==> src/rtl/inst_cache_pkg.sv <==
// Shared widths, FSM encoding and reset constant for the direct-mapped instruction cache.
package inst_cache_pkg;

    localparam int unsigned IndexBus   = 6;
    localparam int unsigned AddressBus = 32;
    localparam int unsigned InstBus    = 32;
    localparam int unsigned TagBus     = AddressBus - IndexBus - 2;

    localparam logic [InstBus-1:0] Null = '0;

    typedef enum logic [1:0] {
        StIdle  = 2'd0,
        StMiss  = 2'd1,
        StDrain = 2'd2
    } cache_state_e;

endpackage

==> src/rtl/inst_cache_array.sv <==
// Line storage: valid/tag/data per index, asynchronous read port, synchronous write port.
module inst_cache_array import inst_cache_pkg::*; #(
    parameter int unsigned INDEX_BITS = IndexBus,
    parameter int unsigned TAG_WIDTH  = TagBus,
    parameter int unsigned INST_WIDTH = InstBus
) (
    input  logic                  clk,
    input  logic                  rst,
    input  logic [INDEX_BITS-1:0] rd_index_i,
    output logic                  rd_valid_o,
    output logic [TAG_WIDTH-1:0]  rd_tag_o,
    output logic [INST_WIDTH-1:0] rd_data_o,
    input  logic                  wr_en_i,
    input  logic [INDEX_BITS-1:0] wr_index_i,
    input  logic [TAG_WIDTH-1:0]  wr_tag_i,
    input  logic [INST_WIDTH-1:0] wr_data_i
);

    localparam int unsigned Lines = 1 << INDEX_BITS;

    logic [Lines-1:0]      valid_q, valid_d;
    logic [TAG_WIDTH-1:0]  tag_q  [Lines];
    logic [INST_WIDTH-1:0] data_q [Lines];

    always_comb begin
        valid_d = valid_q;
        if (wr_en_i) begin
            valid_d[wr_index_i] = 1'b1;
        end
    end

    // Only the valid bits need reset; tag/data are meaningless until valid is set.
    always_ff @(posedge clk or negedge rst) begin
        if (!rst) begin
            valid_q <= '0;
        end else begin
            valid_q <= valid_d;
        end
    end

    always_ff @(posedge clk) begin
        if (wr_en_i) begin
            tag_q[wr_index_i]  <= wr_tag_i;
            data_q[wr_index_i] <= wr_data_i;
        end
    end

    assign rd_valid_o = valid_q[rd_index_i];
    assign rd_tag_o   = tag_q[rd_index_i];
    assign rd_data_o  = data_q[rd_index_i];

endmodule

==> src/rtl/inst_cache.sv <==
// Direct-mapped one-word-per-line instruction cache with a single outstanding miss and
// flush handling that drains a read the memory controller cannot abort.
module inst_cache import inst_cache_pkg::*; #(
    parameter int unsigned INDEX_BITS = IndexBus,
    parameter int unsigned ADDR_WIDTH = AddressBus,
    parameter int unsigned INST_WIDTH = InstBus
) (
    input  logic                  clk,
    input  logic                  rst,
    input  logic                  rdy,
    input  logic                  flush,
    input  logic                  fetch_req_valid,
    input  logic [ADDR_WIDTH-1:0] fetch_pc,
    output logic                  fetch_busy,
    output logic                  fetch_inst_valid,
    output logic [INST_WIDTH-1:0] fetch_inst,
    output logic                  mem_read_valid,
    output logic [ADDR_WIDTH-1:0] mem_addr,
    input  logic                  mem_inst_valid,
    input  logic [INST_WIDTH-1:0] mem_inst
);

    localparam int unsigned TagWidth = ADDR_WIDTH - INDEX_BITS - 2;

    cache_state_e          state_q, state_d;
    logic                  fetch_inst_valid_q, fetch_inst_valid_d;
    logic [INST_WIDTH-1:0] fetch_inst_q, fetch_inst_d;
    logic                  mem_read_valid_q, mem_read_valid_d;
    logic [ADDR_WIDTH-1:0] mem_addr_q, mem_addr_d;

    logic                  rd_valid;
    logic [TagWidth-1:0]   rd_tag;
    logic [INST_WIDTH-1:0] rd_data;
    logic                  wr_en;
    logic                  hit;
    logic                  unused_pc_offset;

    assign unused_pc_offset = ^fetch_pc[1:0];

    inst_cache_array #(
        .INDEX_BITS (INDEX_BITS),
        .TAG_WIDTH  (TagWidth),
        .INST_WIDTH (INST_WIDTH)
    ) u_array (
        .clk        (clk),
        .rst        (rst),
        .rd_index_i (fetch_pc[INDEX_BITS+1:2]),
        .rd_valid_o (rd_valid),
        .rd_tag_o   (rd_tag),
        .rd_data_o  (rd_data),
        .wr_en_i    (wr_en),
        .wr_index_i (mem_addr_q[INDEX_BITS+1:2]),
        .wr_tag_i   (mem_addr_q[ADDR_WIDTH-1:INDEX_BITS+2]),
        .wr_data_i  (mem_inst)
    );

    assign hit = rd_valid && (rd_tag == fetch_pc[ADDR_WIDTH-1:INDEX_BITS+2]);

    always_comb begin
        state_d            = state_q;
        fetch_inst_valid_d = fetch_inst_valid_q;
        fetch_inst_d       = fetch_inst_q;
        mem_read_valid_d   = mem_read_valid_q;
        mem_addr_d         = mem_addr_q;
        wr_en              = 1'b0;
        if (rdy) begin
            fetch_inst_valid_d = 1'b0;
            unique case (state_q)
                StIdle: begin
                    if (fetch_req_valid && !flush) begin
                        if (hit) begin
                            fetch_inst_valid_d = 1'b1;
                            fetch_inst_d       = rd_data;
                        end else begin
                            mem_addr_d       = {fetch_pc[ADDR_WIDTH-1:2], 2'b00};
                            mem_read_valid_d = 1'b1;
                            state_d          = StMiss;
                        end
                    end
                end
                StMiss: begin
                    if (mem_inst_valid) begin
                        wr_en            = 1'b1;
                        mem_read_valid_d = 1'b0;
                        state_d          = StIdle;
                        if (!flush) begin
                            fetch_inst_valid_d = 1'b1;
                            fetch_inst_d       = mem_inst;
                        end
                    end else if (flush) begin
                        state_d = StDrain;
                    end
                end
                StDrain: begin
                    // The refill still lands in the array; only the fetch response is dropped.
                    if (mem_inst_valid) begin
                        wr_en            = 1'b1;
                        mem_read_valid_d = 1'b0;
                        state_d          = StIdle;
                    end
                end
                default: begin
                    mem_read_valid_d = 1'b0;
                    state_d          = StIdle;
                end
            endcase
        end
    end

    always_ff @(posedge clk or negedge rst) begin
        if (!rst) begin
            state_q            <= StIdle;
            fetch_inst_valid_q <= 1'b0;
            fetch_inst_q       <= INST_WIDTH'(Null);
            mem_read_valid_q   <= 1'b0;
            mem_addr_q         <= '0;
        end else begin
            state_q            <= state_d;
            fetch_inst_valid_q <= fetch_inst_valid_d;
            fetch_inst_q       <= fetch_inst_d;
            mem_read_valid_q   <= mem_read_valid_d;
            mem_addr_q         <= mem_addr_d;
        end
    end

    assign fetch_busy       = (state_q != StIdle);
    assign fetch_inst_valid = fetch_inst_valid_q;
    assign fetch_inst       = fetch_inst_q;
    assign mem_read_valid   = mem_read_valid_q;
    assign mem_addr         = mem_addr_q;

endmodule

==> config.mk <==
export PLATFORM = sky130hd
export DESIGN_NAME = inst_cache
export DESIGN_NICKNAME = d
export VERILOG_FILES = /design/src/rtl/inst_cache_pkg.sv /design/src/rtl/inst_cache_array.sv /design/src/rtl/inst_cache.sv
export SDC_FILE = /design/constraint.sdc
export NUM_CORES = 2
export LEC_CHECK = 0
export CORE_MARGIN = 2
export CORE_UTILIZATION = 30
export CTS_CLUSTER_SIZE = 12
export DETAILED_ROUTE_END_ITERATION = 16
export PLACE_DENSITY = 0.49
export SYNTH_ARGS = -nofsm -noshare
export SYNTH_HDL_FRONTEND = slang
export SYNTH_SLANG_ARGS = --single-unit
==> constraint.sdc <==
create_clock -name clk -period 9.85 [get_ports clk]
set_input_delay 2.955 -clock clk [delete_from_list [all_inputs] [get_ports clk]]
set_output_delay 2.955 -clock clk [all_outputs]
set_load 0.05 [all_outputs]
* After elaboration in Yosys (flattened, before gate mapping) *
Memories as Yosys holds them, arrays and structs flattened.
Index checks and enable logic that the tools add are counted.

storage, ports and cells
  register bits = 130
  RAM bits = 3584
  input port bits = 70
  output and inout port bits = 67
  memories = 2

memories
  memory          depth  width  rd ports  clocked after memory_dff  wr ports  RTL line                RTL
  u_array.data_q  64     32     1         0                         1         inst_cache_array.sv:23  logic [INST_WIDTH-1:0] data_q [Lines];
  u_array.tag_q   64     24     1         0                         1         inst_cache_array.sv:22  logic [TAG_WIDTH-1:0] tag_q [Lines];

operators by class
  order comparisons = 3
  eq/ne operators = 11
  multiplexer cells = 29
  bitwise operators = 2
  reductions and logical operators = 12

operators with widths
  cell                  count
  $mux W32              4
  $or A64 B64 Y64       1
  $pmux W32 S2          1
  $eq A24 B24 Y1        1
  $lt A6 B7 Y1 const B  2
  $mux W1               14
  $ne A2 B2 Y1 const B  6
  $mux W2               5
  $reduce_and A4 Y1     2
  $bmux W1 S6           1
  $demux W1 S6          1
  $ge A6 B1 Y1 const B  1
  $pmux W2 S3           1
  $reduce_and A6 Y1     1
  $reduce_and A5 Y1     1
  $pmux W1 S2           2
  $reduce_bool A2 Y1    2
  $logic_and A1 B1 Y1   3
  $ne A3 B3 Y1 const B  1
  $eq A2 B1 Y1 const B  1
  $eq A2 B2 Y1 const B  1
  $logic_not A2 Y1      1
  $ne A2 B1 Y1 const B  1
  $reduce_or A2 Y1      1
  2 further kinds       2

* Depth between registers and ports, before layout *
  depth in word-level cells = 6
  mapped depth = 18
  depth with buffers taken out = 10

* Modules after synthesis *
Synthesis repeated with hierarchy kept, for this count alone.

second synthesis, totals
  cell total of the unflattened synthesis = 6542
  area, all modules = 142860.8 sq um

modules (own cells, without submodules)
  module            times used  cells each  area each (sq um)  seq. area each (sq um)
  inst_cache_array  1           6299        139537.6           109224.8
  inst_cache        1           243         3323.2             1651.6

* Least setup slack after synthesis *
OpenSTA, ideal clock, no wires.

  path type = in2reg
  start point = in rdy
  end point = mem u_array.data_q[30][0] (netlist bit) (enable)
  library setup time = 471 ps
  data arrival time = 5890 ps
  data required time = 9379 ps
  path slack = 3489 ps
  stages on the path = 4
  cell sequence = nand3_1 -> nor2_1 -> nand3_1 -> nor2_1

between the ends
  cells in the longest elaborated chain, start to end = 3

ends and longest elaborated chain
  item                           RTL line                RTL
  start: declaration             inst_cache.sv:10        input logic rdy,
  $mux W1                        inst_cache.sv:66        if (rdy) begin
  $mux W1                        inst_cache_array.sv:42  if (wr_en_i) begin
  $mux W1 (implied by the code)  inst_cache_array.sv:44  data_q[wr_index_i] <= wr_data_i;
  end: declaration               inst_cache_array.sv:23

No other way between the ends.

* Worst setup path in the final report *
  start point = in fetch_pc[3]
  end point = reg mem_addr_q[15], in the netlist mem_addr[15]

between the ends
  cells in the longest elaborated chain, start to end = 5

ends and longest elaborated chain
  item                                            RTL line                                  RTL
  start: declaration                              inst_cache.sv:13                          input logic [ADDR_WIDTH-1:0] fetch_pc,
  $mem_v2 Z64 W24 or $bmux W1 S6 (tied branches)  --
  $eq A24 B24 Y1 or $mux W1 (tied branches)       inst_cache.sv:57, inst_cache_array.sv:48
  $logic_and A1 B1 Y1 *                           inst_cache.sv:57                          assign hit = rd_valid && (rd_tag == fetch_pc[ADDR_WIDTH-1:INDEX_BITS+2]);
  $not A1 Y1 (no line) *                          --
  $reduce_and A4 Y1 (no line) *                   --
  end signal: assignment                          inst_cache.sv:122                         mem_addr_q <= mem_addr_d;
  end: declaration                                inst_cache.sv:29                          logic [ADDR_WIDTH-1:0] mem_addr_q, mem_addr_d;

Mark *: on every way between the ends. The rest lies on a longest branch, timed or not. The select of a mux whose other input is x is not followed.
A chain may end at the register's enable or synchronous reset.

==> results by group <==
CTS
  • Post-CTS repair timing setup buffer count: 0
  • Clk_lat worst skew: 0.97 ns
  • H-Tree Depth: 5
  • CTS sink count: 3714
  • CTS Hold Bufs: 0
  • Clock slew at reported path FFs: ~0.060 ns
  • Post_cts resized: 0
  • CTS Buffer Depth: 4
  • Cts bufs inserted: 390
  • CTS root buf: clkbuf_16
  • CTS tree: yes

Finish
  • Final Util: between 30% and 40%
  • Layout cells sized above 1: about 27%
  • Finished Layout Cells: 13540
  • Commonest non-fill, non-tap cells in the layout: edfxtp_1, mux4_2, clkbuf_16
  • Final instance area: around 170000 um2
  • Commonest non-fill, non-tap cell in the layout: edfxtp_1
  • Layout area overhead: 15.60%
  • Fillers: around 44000
  • Total Nets Final: approximately 6900

Critical path
  • Slowest CP cell: buf_12
  • Worst setup EP type: flop
  • Worst Path Required: 10.66 ns
  • WP data arrival: a little over 8 ns
  • Setup CP Type: in2reg
  • CP most frequent cell: buf_12
  • Crit-path cells: buf_8 -> buf_12 -> buf_12 -> mux4_2 -> a22oi_1 -> nand2_1 -> a21oi_1 -> xor2_1 -> mux2i_1 -> nor4_1 -> and4_4 -> and2_2 -> buf_12 -> o21ai_0
  • Critical path launch point type: primary input
  • CP Max Fanout: about 110
  • Crit-path max cell delay: just over 0.6 ns

Yosys
  • Most used DFF post-synth: edfxtp_1
  • Unique cell type count in the Yosys netlist: 67
  • Synth Cell Area: ~140000 um2
  • Post-Syn Instances: between 6000 and 7000
  • Mean Syn Cell Area: around 22 um2
  • Register area share after synthesis: 77.41%
  • Number of synthesized flops with an enable pin: 3584
  • Synth warnings: 0
  • #FFs+latches synth: between 3000 and 4000
  • Async S/R FF share, synth: about 3.5%

Global route
  • Total track usage: a little under a fifth
  • Remaining global-route overflow: 0
  • Initial antenna violation count: 48
  • First-pass GRT wire length: a little over 600000 um
  • Pin count of the biggest net entering global routing: ~110
  • Vias in the first global route: approximately 72000

Routing
  • DR vias/cell: 5.338
  • DRT Pass-1 Iters: 6
  • Wire length per cell: ~34 um
  • DR iter-0 viols: roughly 11000
  • Antenna-violating nets left: 0
  • Drt total wl: 459000 um
  • Remaining DRCs: 0
  • Routed via count: roughly 72000

Pwr
  • Pleak: about 52 nW
  • Peak VDD IR: around 0.00019 V
  • Pwr Density: about 220 nW/um2

STA
  • Period utilization: between 70% and 80%
  • Relative slew margins: between 10 and 15%
  • Hold Slack: 0.4604 ns
  • Worst clock skew: between 0.05 and 0.06 ns
  • RSZ-0062 raised after global routing: no
  • Slew @ Worst Pin: 1.310 ns
  • Fin. Hold Viols: 0
  • Setup TNS: 0 ns
  • Final setup viols: 0
  • F_max: between 100 and 150 MHz
  • Final slew viol count: 0
  • Min Tclk post-route: roughly 7.4 ns

Outcome
  • Status: complete, no violations

Die
  • Die outline width: 695.0 um
  • Core area: between 400000 and 500000 um2
  • Core Rows: about 250
  • Effective utilization at floorplan: between 30% and 40%
  • Die area: ~480000 um2
  • Die Y: approximately 690 um
  • I/O pin count: between 100 and 150

Place
  • Post-DP HPWL: between 200000 and 250000 um
  • PortBufs: around 130
  • RePlAce Congestion: about 0.77
  • Placed Cells: 12830
  • Area post-placement: 153800 um2

Worst hold path
  • Hold WC Path Type: reg2reg

Flow run
  • Max Cap Violations: 0
path summary, 6_finish.rpt:
path / from / to / slack, ns / depth (start not counted)
max reg2reg: u_array.tag_q[23][18] / mem_addr[15] / 5.20 / 11
max: fetch_pc[3] / mem_addr[15] / 2.42 / 14
min: u_array.valid_q[32] / u_array.valid_q[32] / 0.46 / 1
min reg2reg: u_array.valid_q[32] / u_array.valid_q[32] / 0.46 / 1
max in group asynchronous: rst / mem_read_valid / 6.22 / 2
min in group asynchronous: rst / fetch_inst[28] / 2.08 / 1
state kept, by name (all words and copies together), names as in the netlist:
signal            count
u_array.data_q     2048
u_array.tag_q      1536
fetch_inst_valid      1
u_array.valid_q      64
mem_addr             30
state_q               2
mem_read_valid        1
fetch_inst           32
power breakdown:
part / total (W) / internal, W / leakage, nW / switching [W]
sequential: 0.0194 / 0.0187 / 34.0 / 0.000686
combinational: 0.00372 / 0.00112 / 11.9 / 0.00260
clock: 0.0139 / 0.00780 / 5.76 / 0.00606
cell families (layout without fill, tap and decap cells):
logic type      after synthesis  after routing  synth area share (%)
fa+ha+maj                     3              3               0.02621
other cells                   1             12              0.002618
buf+inv                     370           1124                 1.300
compound gates              434            434                 2.096
simple gates                633            633                 2.116
mux                        1215           1215                 16.88
flops                      3714           3714                 77.41
xor+xnor                     28             28                0.1712
routing by layer:
layer,up-vias,routed length (um),track usage (%)
met5,-,50,0
met3,561,37860,3.242
met4,8,9767,4.080
li1,28030,-,-
met2,3379,211900,29.07
met1,40290,199500,27.21
metrics by stage:
stage / setup WS (ns) / total power (W)
2_1_floorplan: 3.489 / 0.02152
3_3_place_gp: 1.480 / 0.02333
3_5_place_dp: 1.499 / 0.02346
4_1_cts: 2.568 / 0.03727
5_1_grt: 2.378 / 0.03809
6_report: 2.425 / 0.03696
layout make-up:
cell class                      count  area [um2]  area share, %
Inverter                           14       55.05        0.03325
Clock inverter                    170        1106         0.6680
Timing Repair Buffer              411        3816          2.305
Antenna cell                       10       25.02        0.01511
Clock buffer                      529       10660          6.435
Tap cell                         6375        7976          4.817
Sequential cell                  3714      110900          66.98
Multi-Input combinational cell   2315       31050          18.75
worst max-delay path, delay by kind of cell:
| family | cells | cell delay, ns |
|---|---|---|
| AND/OR/NAND/NOR | 4 | 1.39 |
| AO/OA/AOI/OAI | 3 | 0.73 |
| XOR/XNOR | 1 | 0.18 |
| buffers and inverters | 4 | 1.80 |
| multiplexers | 2 | 0.61 |
Yosys cell counts, types with 24 or more instances:
cell type,n,area share [%]
mux4_2,959,15
nor2b_1,63,0.28
a22oi_1,81,0.42
nor3_1,24,0.084
o21ai_0,51,0.18
a21oi_1,42,0.15
edfxtp_1,3584,75
o22ai_1,25,0.11
buf_1,39,0.10
dfrtp_1,130,2.3
nor2_1,143,0.37
clkbuf_1,146,0.38
a31oi_1,62,0.27
a32oi_1,27,0.17
mux2i_1,241,1.7
nand2_1,196,0.51
or2_2,66,0.29
buf_2,96,0.34
o21ai_1,32,0.11
and2_1,26,0.11
nand3_1,61,0.21
buf_4,58,0.30
Power figures use the tool's default switching activity.
